File: config.mk
export PLATFORM = sky130hd
export DESIGN_NAME = cpld_sidisk_ctrl
export DESIGN_NICKNAME = d
export VERILOG_FILES = /design/src/rtl/cpld_sidisk_ctrl.sv
export SDC_FILE = /design/constraint.sdc
export NUM_CORES = 1
export LEC_CHECK = 0
export CELL_PAD_IN_SITES_DETAIL_PLACEMENT = 1
export CELL_PAD_IN_SITES_GLOBAL_PLACEMENT = 2
export CORE_MARGIN = 2
export CORE_UTILIZATION = 28
export CTS_CLUSTER_SIZE = 20
export DETAILED_ROUTE_END_ITERATION = 10
export GPL_ROUTABILITY_DRIVEN = 0
export PLACE_DENSITY = 0.86
export SLEW_MARGIN = 40
export SYNTH_ARGS = -nofsm -noshare
export SYNTH_HDL_FRONTEND = slang
export SYNTH_SLANG_ARGS = --single-unit
File: constraint.sdc
create_clock -name clk -period 5.18 [get_ports clk]
set_input_delay 1.036 -clock clk [delete_from_list [all_inputs] [get_ports clk]]
set_output_delay 1.036 -clock clk [all_outputs]
set_load 0.02 [all_outputs]
File: src/rtl/cpld_sidisk_ctrl.sv
// Z80 IO-mapped SRAM "silicon disk": byte pointer registers plus a data port at FEx3.
// Define SIDISK_WAIT_EN to hold the CPU in wait states while the expansion RAM owns the SRAM.
module cpld_sidisk_ctrl (
  input  logic        clk,
  input  logic        reset_b,
  input  logic        iorq_b,
  input  logic        rd_b,
  input  logic        wr_b,
  input  logic        m1_b,
  input  logic [7:0]  adr_hi,
  input  logic [1:0]  adr_lo,
  input  logic [7:0]  data_in,
  output logic [7:0]  data_out,
  output logic        data_oe,
  input  logic        mem_busy,
  output logic        sram_sel,
  output logic [18:0] sram_adr,
  output logic        sram_cs_b,
  output logic        sram_oe_b,
  output logic        sram_we_b,
  input  logic [7:0]  sram_din,
  output logic        ready_pd
);

  typedef enum logic [2:0] {IDLE, ARB, ACC1, ACC2, DONE} state_t;

  state_t      state, state_nxt;
  logic [18:0] ptr;
  logic        inc_en;
  logic        err;
  logic        is_read;
  logic        skip;
  logic [7:0]  rdata;
  logic        reg_rd;
  logic [1:0]  reg_sel;

  logic decode, reg_wr, reg_rd_start, port_start, arb_skip, do_inc;

  assign decode       = !iorq_b && m1_b && (adr_hi == 8'hFE);
  // Register writes are held off while the data port is busy so they cannot disturb it.
  assign reg_wr       = decode && !wr_b && (adr_lo != 2'd3) && (state == IDLE);
  assign reg_rd_start = decode && !rd_b && (adr_lo != 2'd3);
  assign port_start   = decode && (adr_lo == 2'd3) && (!rd_b || !wr_b);
`ifdef SIDISK_WAIT_EN
  assign arb_skip     = 1'b0;
`else
  assign arb_skip     = (state == ARB) && !iorq_b && mem_busy;
`endif
  assign do_inc       = (state == DONE) && iorq_b && inc_en && !skip;

  // NOTE: sequential state uses non-blocking assignments so every flop samples pre-edge values.
  always_ff @(posedge clk or negedge reset_b) begin
    if (!reset_b) state <= IDLE;
    else          state <= state_nxt;
  end

  // NOTE: state_nxt gets its default first so no path through the case can infer a latch.
  always_comb begin
    state_nxt = state;
    unique case (state)
      IDLE: if (port_start) state_nxt = ARB;
      ARB: begin
        if (iorq_b)        state_nxt = IDLE;
        else if (mem_busy) begin
`ifdef SIDISK_WAIT_EN
          state_nxt = ARB;
`else
          state_nxt = DONE;
`endif
        end
        else               state_nxt = ACC1;
      end
      ACC1: state_nxt = iorq_b ? IDLE : ACC2;
      ACC2: state_nxt = iorq_b ? IDLE : DONE;
      DONE: if (iorq_b) state_nxt = IDLE;
      default: state_nxt = IDLE;
    endcase
  end

  always_ff @(posedge clk or negedge reset_b) begin
    if (!reset_b) begin
      ptr     <= '0;
      inc_en  <= 1'b1;
      err     <= 1'b0;
      is_read <= 1'b0;
      skip    <= 1'b0;
      rdata   <= 8'h00;
      reg_rd  <= 1'b0;
      reg_sel <= 2'd0;
    end else begin
      if ((state == IDLE) && port_start) begin
        is_read <= !rd_b;
        skip    <= 1'b0;
      end
      if ((state == ACC2) && is_read) rdata <= sram_din;
      if (arb_skip) begin
        skip  <= 1'b1;
        rdata <= 8'hFF;
        err   <= 1'b1;
      end

      if (reg_wr) begin
        unique case (adr_lo)
          2'd0: ptr[7:0]  <= data_in;
          2'd1: ptr[15:8] <= data_in;
          2'd2: begin
            inc_en      <= data_in[7];
            err         <= 1'b0;
            ptr[18:16]  <= data_in[2:0];
          end
          default: ;
        endcase
      end else if (do_inc) begin
        ptr <= ptr + 19'd1;
      end

      if (reg_rd_start) begin
        reg_rd  <= 1'b1;
        reg_sel <= adr_lo;
      end else if (iorq_b) begin
        reg_rd  <= 1'b0;
      end
    end
  end

  logic in_acc;
  assign in_acc    = (state == ACC1) || (state == ACC2);
  // A skipped access reaches DONE while the expansion RAM still owns the SRAM.
  assign sram_sel  = in_acc || ((state == DONE) && !skip);
  assign sram_adr  = ptr;
  assign sram_cs_b = !in_acc;
  assign sram_oe_b = !(in_acc && is_read);
  // The strobe is gated by IORQ so an aborting cycle can never commit a write.
  assign sram_we_b = !((state == ACC2) && !is_read && !iorq_b);

`ifdef SIDISK_WAIT_EN
  assign ready_pd  = (state == ARB);
`else
  assign ready_pd  = 1'b0;
`endif

  always_comb begin
    data_oe  = 1'b0;
    data_out = 8'h00;
    if ((state == DONE) && is_read) begin
      data_oe  = 1'b1;
      data_out = rdata;
    end else if (reg_rd) begin
      data_oe = 1'b1;
      unique case (reg_sel)
        2'd0:    data_out = ptr[7:0];
        2'd1:    data_out = ptr[15:8];
        2'd2:    data_out = {inc_en, err, 3'b000, ptr[18:16]};
        default: data_out = 8'h00;
      endcase
    end
  end

endmodule

Yosys cells after proc, flatten, opt, wreduce, memory -nomap -nowiden
Cells that the tools add are included.
{ "word_totals": {"out_inout_bits": 33, "word_cells": 98, "regBits": 37, "in_bits": 33} }
{ "classes": {"addsub": 1, "mux": 26, "n_eq_ne": 16, "reduce_logical": 44} }
{ "op_table": {"columns": ["cell", "count"], "rows": [
  ["$mux W8", 6],
  ["$mux W19", 2],
  ["$pmux W8 S3", 1],
  ["$logic_and A1 B1 Y1", 21],
  ["$add A19 B1 Y19 const B", 1],
  ["$mux W3", 6],
  ["$pmux W3 S5", 1],
  ["$reduce_and A2 Y1", 5],
  ["$mux W1", 9],
  ["$eq A8 B8 Y1 const B", 1],
  ["$logic_not A1 Y1", 8],
  ["$reduce_bool A2 Y1", 4],
  ["$eq A2 B2 Y1 const B", 3],
  ["$eq A3 B2 Y1 const B", 2],
  ["$ne A2 B1 Y1 const B", 3],
  ["$ne A2 B2 Y1 const B", 3],
  ["$eq A2 B1 Y1 const B", 2],
  ["$logic_not A2 Y1", 2],
  ["$eq A3 B1 Y1 const B", 1],
  ["$eq A3 B3 Y1 const B", 1],
  ["$logic_not A3 Y1", 1],
  ["$logic_or A1 B1 Y1", 3],
  ["$mux W2", 1]
]} }

Depth between registers and ports, before layout
Gate-level depths: netlist of run 1.
{ "depth": {"depth_word": 8, "depth_mapped": 9} }

Worst setup path before layout of run 1
OpenSTA, ideal clock, no wires.
{ "synth_path": {"kind": "input to register", "startpoint": "in wr_b", "endpoint": "reg ptr[6] (netlist: sram_adr[6])", "setup_slack_ps": 2191, "n_path_buf": 2, "arrival_ps": 2868, "stages": 7, "cell_sequence": "or4_1 -> or4_1 -> buf_2 -> or2_4 -> buf_6 -> mux2_4 -> o22a_1"} }
{ "synth_via": {"elab_chain_len": 6, "word_cells_on_any_way": 8, "cone_classes": "eq/ne: 1; mux: 1; reduce/logical: 6"} }
{ "synth_rtl": {"columns": ["item", "line_no", "text"], "rows": [
  ["from (decl)", "8", "input logic wr_b,"],
  ["$logic_not A1 Y1 (*)", "41", "assign reg_wr = decode && !wr_b && (adr_lo != 2'd3) && (state == IDLE);"],
  ["$logic_and A1 B1 Y1 (*) (3 in series)", "41", null],
  ["$ne A2 B1 Y1 (no line) / $reduce_bool A2 Y1 (equally long branches)", null, null],
  ["$reduce_and A2 Y1 (no line)", null, null],
  ["to (signal assigned)", "104", "2'd0: ptr[7:0] <= data_in;"],
  ["to (signal assigned)", "114", "ptr <= ptr + 19'd1;"],
  ["to (decl)", "28", "logic [18:0] ptr;"]
]} }
Every way passes the cells marked *; elsewhere a longest branch is shown, timed or not.
A chain may end at the register's enable or synchronous reset.

Worst setup path after layout of run 1
{ "layout_path": {"startpoint": "reg state[0]", "endpoint": "out data_out[6]"} }
{ "layout_via": {"elab_chain_len": 3} }
{ "layout_rtl": {"columns": ["item", "line_no", "text"], "rows": [
  ["from (decl)", "27", "state_t state, state_nxt;"],
  ["from (signal assigned)", "54", "else state <= state_nxt;"],
  ["$eq A3 B3 Y1", "145", "if ((state == DONE) && is_read) begin"],
  ["$logic_and A1 B1 Y1", "145", null],
  ["$mux W8", "145", null],
  ["to (decl)", "13", "output logic [7:0] data_out,"]
]} }
No other way between the ends.

==> impl_metrics.env, run 1 <==
export IMPL_die_x_microns=95.6
export IMPL_ant_nets=0
export IMPL_tightest_slew_ps=721
export IMPL_clock_sinks=37
export IMPL_syn_inst=273
export IMPL_leakage_uw=0.00118
export IMPL_min_period_ps=3530
export IMPL_netlist_area_sq_um=2350
export IMPL_dr_pass1_iters=4
export IMPL_holdWs_ps=500
export IMPL_wl_mm=7.67
export IMPL_fp_dieArea_sq_um=9150
export IMPL_fin_crit_sh=0.682
export IMPL_hold_viol=0
export IMPL_synth_ff_type="dfrtp_1"
export IMPL_fin_setup_tns_ps=0
export IMPL_dp_cells=424
export IMPL_dpl_hpwl_mm=5.80
export IMPL_hold_end="rdata[1]"
export IMPL_grt_antenna_before_repair=0
export IMPL_p_int_uw=409
export IMPL_grt_max_degree=38
export IMPL_cts_hold_buf=0
export IMPL_power_density_nw_per_um2=174
export IMPL_reg2reg_slack_ps=2260
export IMPL_grt_total_usage=0.178
export IMPL_die_y_microns=95.6
export IMPL_critPathKind="reg2out"
export IMPL_ctsHtreeMaxLevel=2
export IMPL_final_cells=432
export IMPL_crit_path_end_kind="output port"
export IMPL_grt_pass1_wl_mm=12.5
export IMPL_ys_seq_area_frac=0.394
export IMPL_synth_edf_count=0
export IMPL_grt_pass1_vias=2408
export IMPL_start_util=0.288
export IMPL_post_drt_wl_per_cell_microns=17.8
export IMPL_clockPowerShare=0.386
export IMPL_max_freq_mhz=283
export IMPL_r2r_cells=5
export IMPL_startpoint_type="register"
export IMPL_fin_nets=360
export IMPL_post_place_ws_ps=1360
export IMPL_reg2reg_from="state[2]"
export IMPL_area_growth_syn_to_layout_pct=32.5
export IMPL_outcome="finished clean"
export IMPL_slew_headroom=0.515
export IMPL_numCtsBuffers=5
export IMPL_clock_skew_ps=8.05
export IMPL_via_count=2356
export IMPL_required_ps=4140
export IMPL_clk_root_buffer_cell="clkbuf_8"
export IMPL_pin_count=66
export IMPL_drc=0
export IMPL_antenna_cells=0
export IMPL_rsz0062_at_grt="no"
export IMPL_irDropWorstVdd_mv=0.0812
export IMPL_hold_path_startpoint="rdata[1]"
export IMPL_post_cts_resized=0
export IMPL_synth_distinct_cells=47
export IMPL_core_area_sq_um=8180
export IMPL_reg2reg_to="sram_adr[6]"
export IMPL_cts_reportedPaths_clkPinSlew_ps=80
export IMPL_yosysWarnings=0
export IMPL_maxCapViolCount=0
export IMPL_setup_viol=0
export IMPL_avgSynthCellArea_sq_um=8.61
export IMPL_min_path_cells=2
export IMPL_switching_share=0.248
export IMPL_share_comb_of_total_power=0.080
export IMPL_vias_per_cell=5.45
export IMPL_p_sw_uw=135
export IMPL_seqPwrFrac=0.534
export IMPL_arrival_ps=2500
export IMPL_io_buffers=64
export IMPL_synthArstFlopShare=1.00
export IMPL_fin_util=0.381
export IMPL_postCtsSetupBuffers=0
export IMPL_ys_seq_elements=37
export IMPL_drt_initial_drc_count=122
export IMPL_drive_gt1_frac=0.0489
export IMPL_clk_insertion_delay_late_ps=300
export IMPL_cp_max_fo=13
export IMPL_cts_buffer_depth=2
export IMPL_overflow=0
export IMPL_holdCritPathClass="reg2reg"
export IMPL_rows=33
export IMPL_synth_nets=307
export IMPL_setup_ws_ps=1650
export IMPL_drv_slew=0
export IMPL_cts_tree="done"
power by group through the flow:
stage	combinational (uW)	sequential (uW)	clock, uW
finish	43.5	290	210
global route	47.7	291	232
CTS	44.3	290	217
detailed placement	44.3	296	0
global placement	43.2	296	0
floorplan	7.33	296	0
cells in the mapped netlist (3+ instances only):
library cell,count,share of area
a21oi_1,18,0.038
a22o_1,5,0.019
a2bb2oi_1,6,0.022
a31oi_1,5,0.013
and2_1,5,0.013
and3_1,5,0.013
and4_1,3,0.011
buf_2,4,0.0085
buf_6,3,0.014
clkbuf_1,11,0.018
dfrtp_1,36,0.38
inv_1,8,0.013
mux2i_1,14,0.060
nand2_1,37,0.059
nand3_1,19,0.040
nand4_1,8,0.021
nor2_1,14,0.022
nor2b_1,3,0.0080
nor3_1,5,0.011
o21a_1,5,0.016
o21ai_0,11,0.023
o22a_1,7,0.026
o22ai_1,8,0.021
o31ai_1,4,0.013
or4_1,3,0.0096
worst max-delay path, cell delays in order (launching register included):
cell,delay (ps)
dfrtp_1,500
nor3b_1,290
and2_1,440
nor2_1,190
a22o_1,240
clkdlybuf4s50_1,530
cells by family (layout without fill, tap and decap cells):
logic type	count (synthesis)	count (layout)	synth area share
flip-flops	37	37	0.394
multiplexers	17	17	0.0756
adder cells (fa/ha/maj)	1	1	0.00532
buffers and inverters	27	81	0.0564
AND/OR/NAND/NOR	113	113	0.246
AO/OA/AOI/OAI	77	77	0.221
other	1	1	0.00160
metal layers:
layer | up-vias | track usage | wire length (microns)
met5 | - | 0 | 0
met4 | 0 | 0.0512 | 93
met3 | 7 | 0.0316 | 441
met2 | 71 | 0.280 | 3520
met1 | 1166 | 0.249 | 3620
li1 | 1112 | - | -
flip-flops by register name, summed over array words and instances (netlist names):
register	flops
inc_en	1
skip	1
err	1
is_read	1
rdata	8
state	3
reg_sel	2
sram_adr	19
reg_rd	1
stage by stage:
stage	power (uW)	instance area, sq um
2_1_floorplan	303	2350
3_3_place_gp	339	3030
3_5_place_dp	340	3030
6_report	543	3120
4_1_cts	551	3120
5_1_grt	570	3120
cells in the final DEF, fill, tap and decap left out, types with 2 or more instances in the layout:
| cell | n |
|---|---|
| a2bb2oi_1 | 6 |
| nand2_1 | 37 |
| a21oi_1 | 18 |
| nor2b_1 | 3 |
| mux2_2 | 2 |
| a31oi_1 | 5 |
| a22o_1 | 5 |
| nor3b_1 | 2 |
| dfrtp_1 | 36 |
| and4_1 | 3 |
| o22ai_1 | 8 |
| nand4_1 | 8 |
| nand3_1 | 19 |
| o22a_1 | 7 |
| clkdlybuf4s50_1 | 64 |
| and2_1 | 5 |
| mux2i_1 | 14 |
| clkbuf_8 | 5 |
| o31ai_1 | 4 |
| nor4b_1 | 2 |
| inv_1 | 8 |
| o21ai_0 | 11 |
| or2_2 | 2 |
| nor2_1 | 14 |
| o21a_1 | 5 |
| clkinvlp_4 | 2 |
| nor3_1 | 5 |
| and3_1 | 5 |
| or4_1 | 3 |
area by class of cell:
| class | count | area [sq um] |
|---|---|---|
| clock buffer | 6 | 72.6 |
| clock inverter | 2 | 15.0 |
| fill | 964 | 5060 |
| inverter | 8 | 30.0 |
| multi-input combinational | 209 | 1290 |
| sequential | 37 | 927 |
| tap | 105 | 131 |
| timing repair buffer | 65 | 648 |
how the worst max path moves through the flow:
stage | start | end | slack, ps
2_1_floorplan | wr_b | sram_adr[6] | 2190
3_3_place_gp | iorq_b | sram_adr[6] | 1440
3_5_place_dp | iorq_b | sram_adr[6] | 1360
4_1_cts | state[0] | data_out[6] | 1620
5_1_grt | state[0] | data_out[6] | 1400
6_report | state[0] | data_out[6] | 1650
No activity file was read; power rests on OpenSTA's default activity.
==> run 2, diff against run 1 <==
clock period = 3.51 ns   (was 5.18 ns; I/O delays follow)
==> impl_metrics.env, run 2 (same netlist as run 1, synthesis figures left out) <==
export IMPL_max_freq_mhz=309
export IMPL_antenna_cells=0
export IMPL_fin_crit_sh=0.921
export IMPL_grt_max_degree=30
export IMPL_clk_insertion_delay_late_ps=300
export IMPL_cts_hold_buf=0
export IMPL_dr_pass1_iters=4
export IMPL_drive_gt1_frac=0.0719
export IMPL_startpoint_type="register"
export IMPL_numCtsBuffers=5
export IMPL_setup_viol=0
export IMPL_wl_mm=7.69
export IMPL_maxCapViolCount=0
export IMPL_rows=33
export IMPL_core_area_sq_um=8180
export IMPL_irDropWorstVdd_mv=0.143
export IMPL_ctsHtreeMaxLevel=2
export IMPL_fillers=968
export IMPL_cp_max_fo=13
export IMPL_post_drt_wl_per_cell_microns=17.5
export IMPL_die_y_microns=95.6
export IMPL_drt_initial_drc_count=119
export IMPL_fin_nets=367
export IMPL_pin_count=66
export IMPL_clk_root_buffer_cell="clkbuf_8"
export IMPL_post_cts_resized=0
export IMPL_clock_skew_ps=6.15
export IMPL_power_density_nw_per_um2=273
export IMPL_io_buffers=64
export IMPL_cp_slowest_cell="clkdlybuf4s50_1"
export IMPL_rsz0062_at_grt="no"
export IMPL_fin_setup_tns_ps=0
export IMPL_outcome="finished clean"
export IMPL_cts_tree="done"
export IMPL_postCtsSetupBuffers=0
export IMPL_r2r_cells=6
export IMPL_grt_pass1_wl_mm=12.6
export IMPL_final_cell_mix="63 x clkdlybuf4s50_1, 37 x nand2_1, 36 x dfrtp_1"
export IMPL_drc=0
export IMPL_path_cells="nor3b_1 -> and2_1 -> nor2_1 -> a22o_1 -> clkdlybuf4s50_1"
export IMPL_min_period_ps=3230
export IMPL_tightest_slew_ps=530
export IMPL_vias_per_cell=5.41
export IMPL_grt_total_usage=0.177
export IMPL_start_util=0.288
export IMPL_slew_headroom=0.643
export IMPL_overflow=0
export IMPL_dpl_hpwl_mm=5.92
export IMPL_critPathKind="reg2out"
export IMPL_hold_viol=0
export IMPL_drv_slew=0
export IMPL_area_growth_syn_to_layout_pct=35.4
export IMPL_holdCritPathClass="in2async"
export IMPL_arrival_ps=2530
export IMPL_grt_pass1_vias=2459
export IMPL_cts_reportedPaths_clkPinSlew_ps=80
export IMPL_largest_reg_flops=19
export IMPL_via_count=2377
export IMPL_required_ps=2810
export IMPL_cts_buffer_depth=2
export IMPL_reg2reg_from="state[2]"
export IMPL_fp_dieArea_sq_um=9150
export IMPL_grt_antenna_before_repair=0
export IMPL_leakage_uw=0.00123
export IMPL_final_common_cell="clkdlybuf4s50_1"
export IMPL_clock_sinks=37
export IMPL_ant_nets=0
export IMPL_die_x_microns=95.6
export IMPL_holdWs_ps=333
export IMPL_startpoint="state[2]"
export IMPL_crit_path_end_kind="output port"
export IMPL_slowest_delay_ps=540
[run 2: cell type report]
cell class	count	area [sq um]	share of cell area
clock buffer	6	72.6	0.0228
clock inverter	2	35.0	0.0110
inverter	8	30.0	0.00943
multi-input combinational	209	1290	0.406
sequential	37	927	0.291
tap	105	131	0.0413
timing repair buffer	72	696	0.219
[run 2: routing by layer]
layer,track usage,wire (microns)
met1,0.248,3680
met2,0.281,3580
met3,0.0277,326
met4,0.0536,106
met5,0,0
[run 2: critical path: cells and delay by family (launching register included)]
family / cells / cell delay (ps)
buffers and inverters: 1 / 540
AND/OR/NAND/NOR: 3 / 970
flip-flops: 1 / 500
AO/OA/AOI/OAI: 1 / 230
[run 2: final timing paths]
kind	end	slack (ps)
min in group clk	rdata[4]	510
setup reg to reg	sram_adr[17]	720
hold / removal	state[1]	330
max in group asynchronous	inc_en	2590
setup / recovery	data_out[0]	280
hold reg to reg	rdata[4]	510
[run 2: per-stage QoR]
stage | power (uW) | utilization | setup WS (ps) | std cells | instance area [sq um]
after global routing | 900 | 0.389 | 115 | 439 | 3180
after global placement | 503 | 0.377 | 293 | 431 | 3080
after floorplan | 447 | - | 855 | 273 | 2350
after detailed placement | 503 | 0.377 | 235 | 431 | 3080
final | 869 | 0.389 | 277 | 439 | 3180
after CTS | 881 | 0.390 | 261 | 439 | 3190
[run 2: power breakdown]
| group | switching, uW | internal [uW] |
|---|---|---|
| combinational | 28.0 | 37.1 |
| clock | 164 | 211 |
| sequential | 1.78 | 427 |
==> run 3, diff against run 2 <==
SKIP_CTS_REPAIR_TIMING = 1   (was unset)
==> results of run 3 <==
Same layout as run 2: the final DEF is identical, and so are final timing and power.
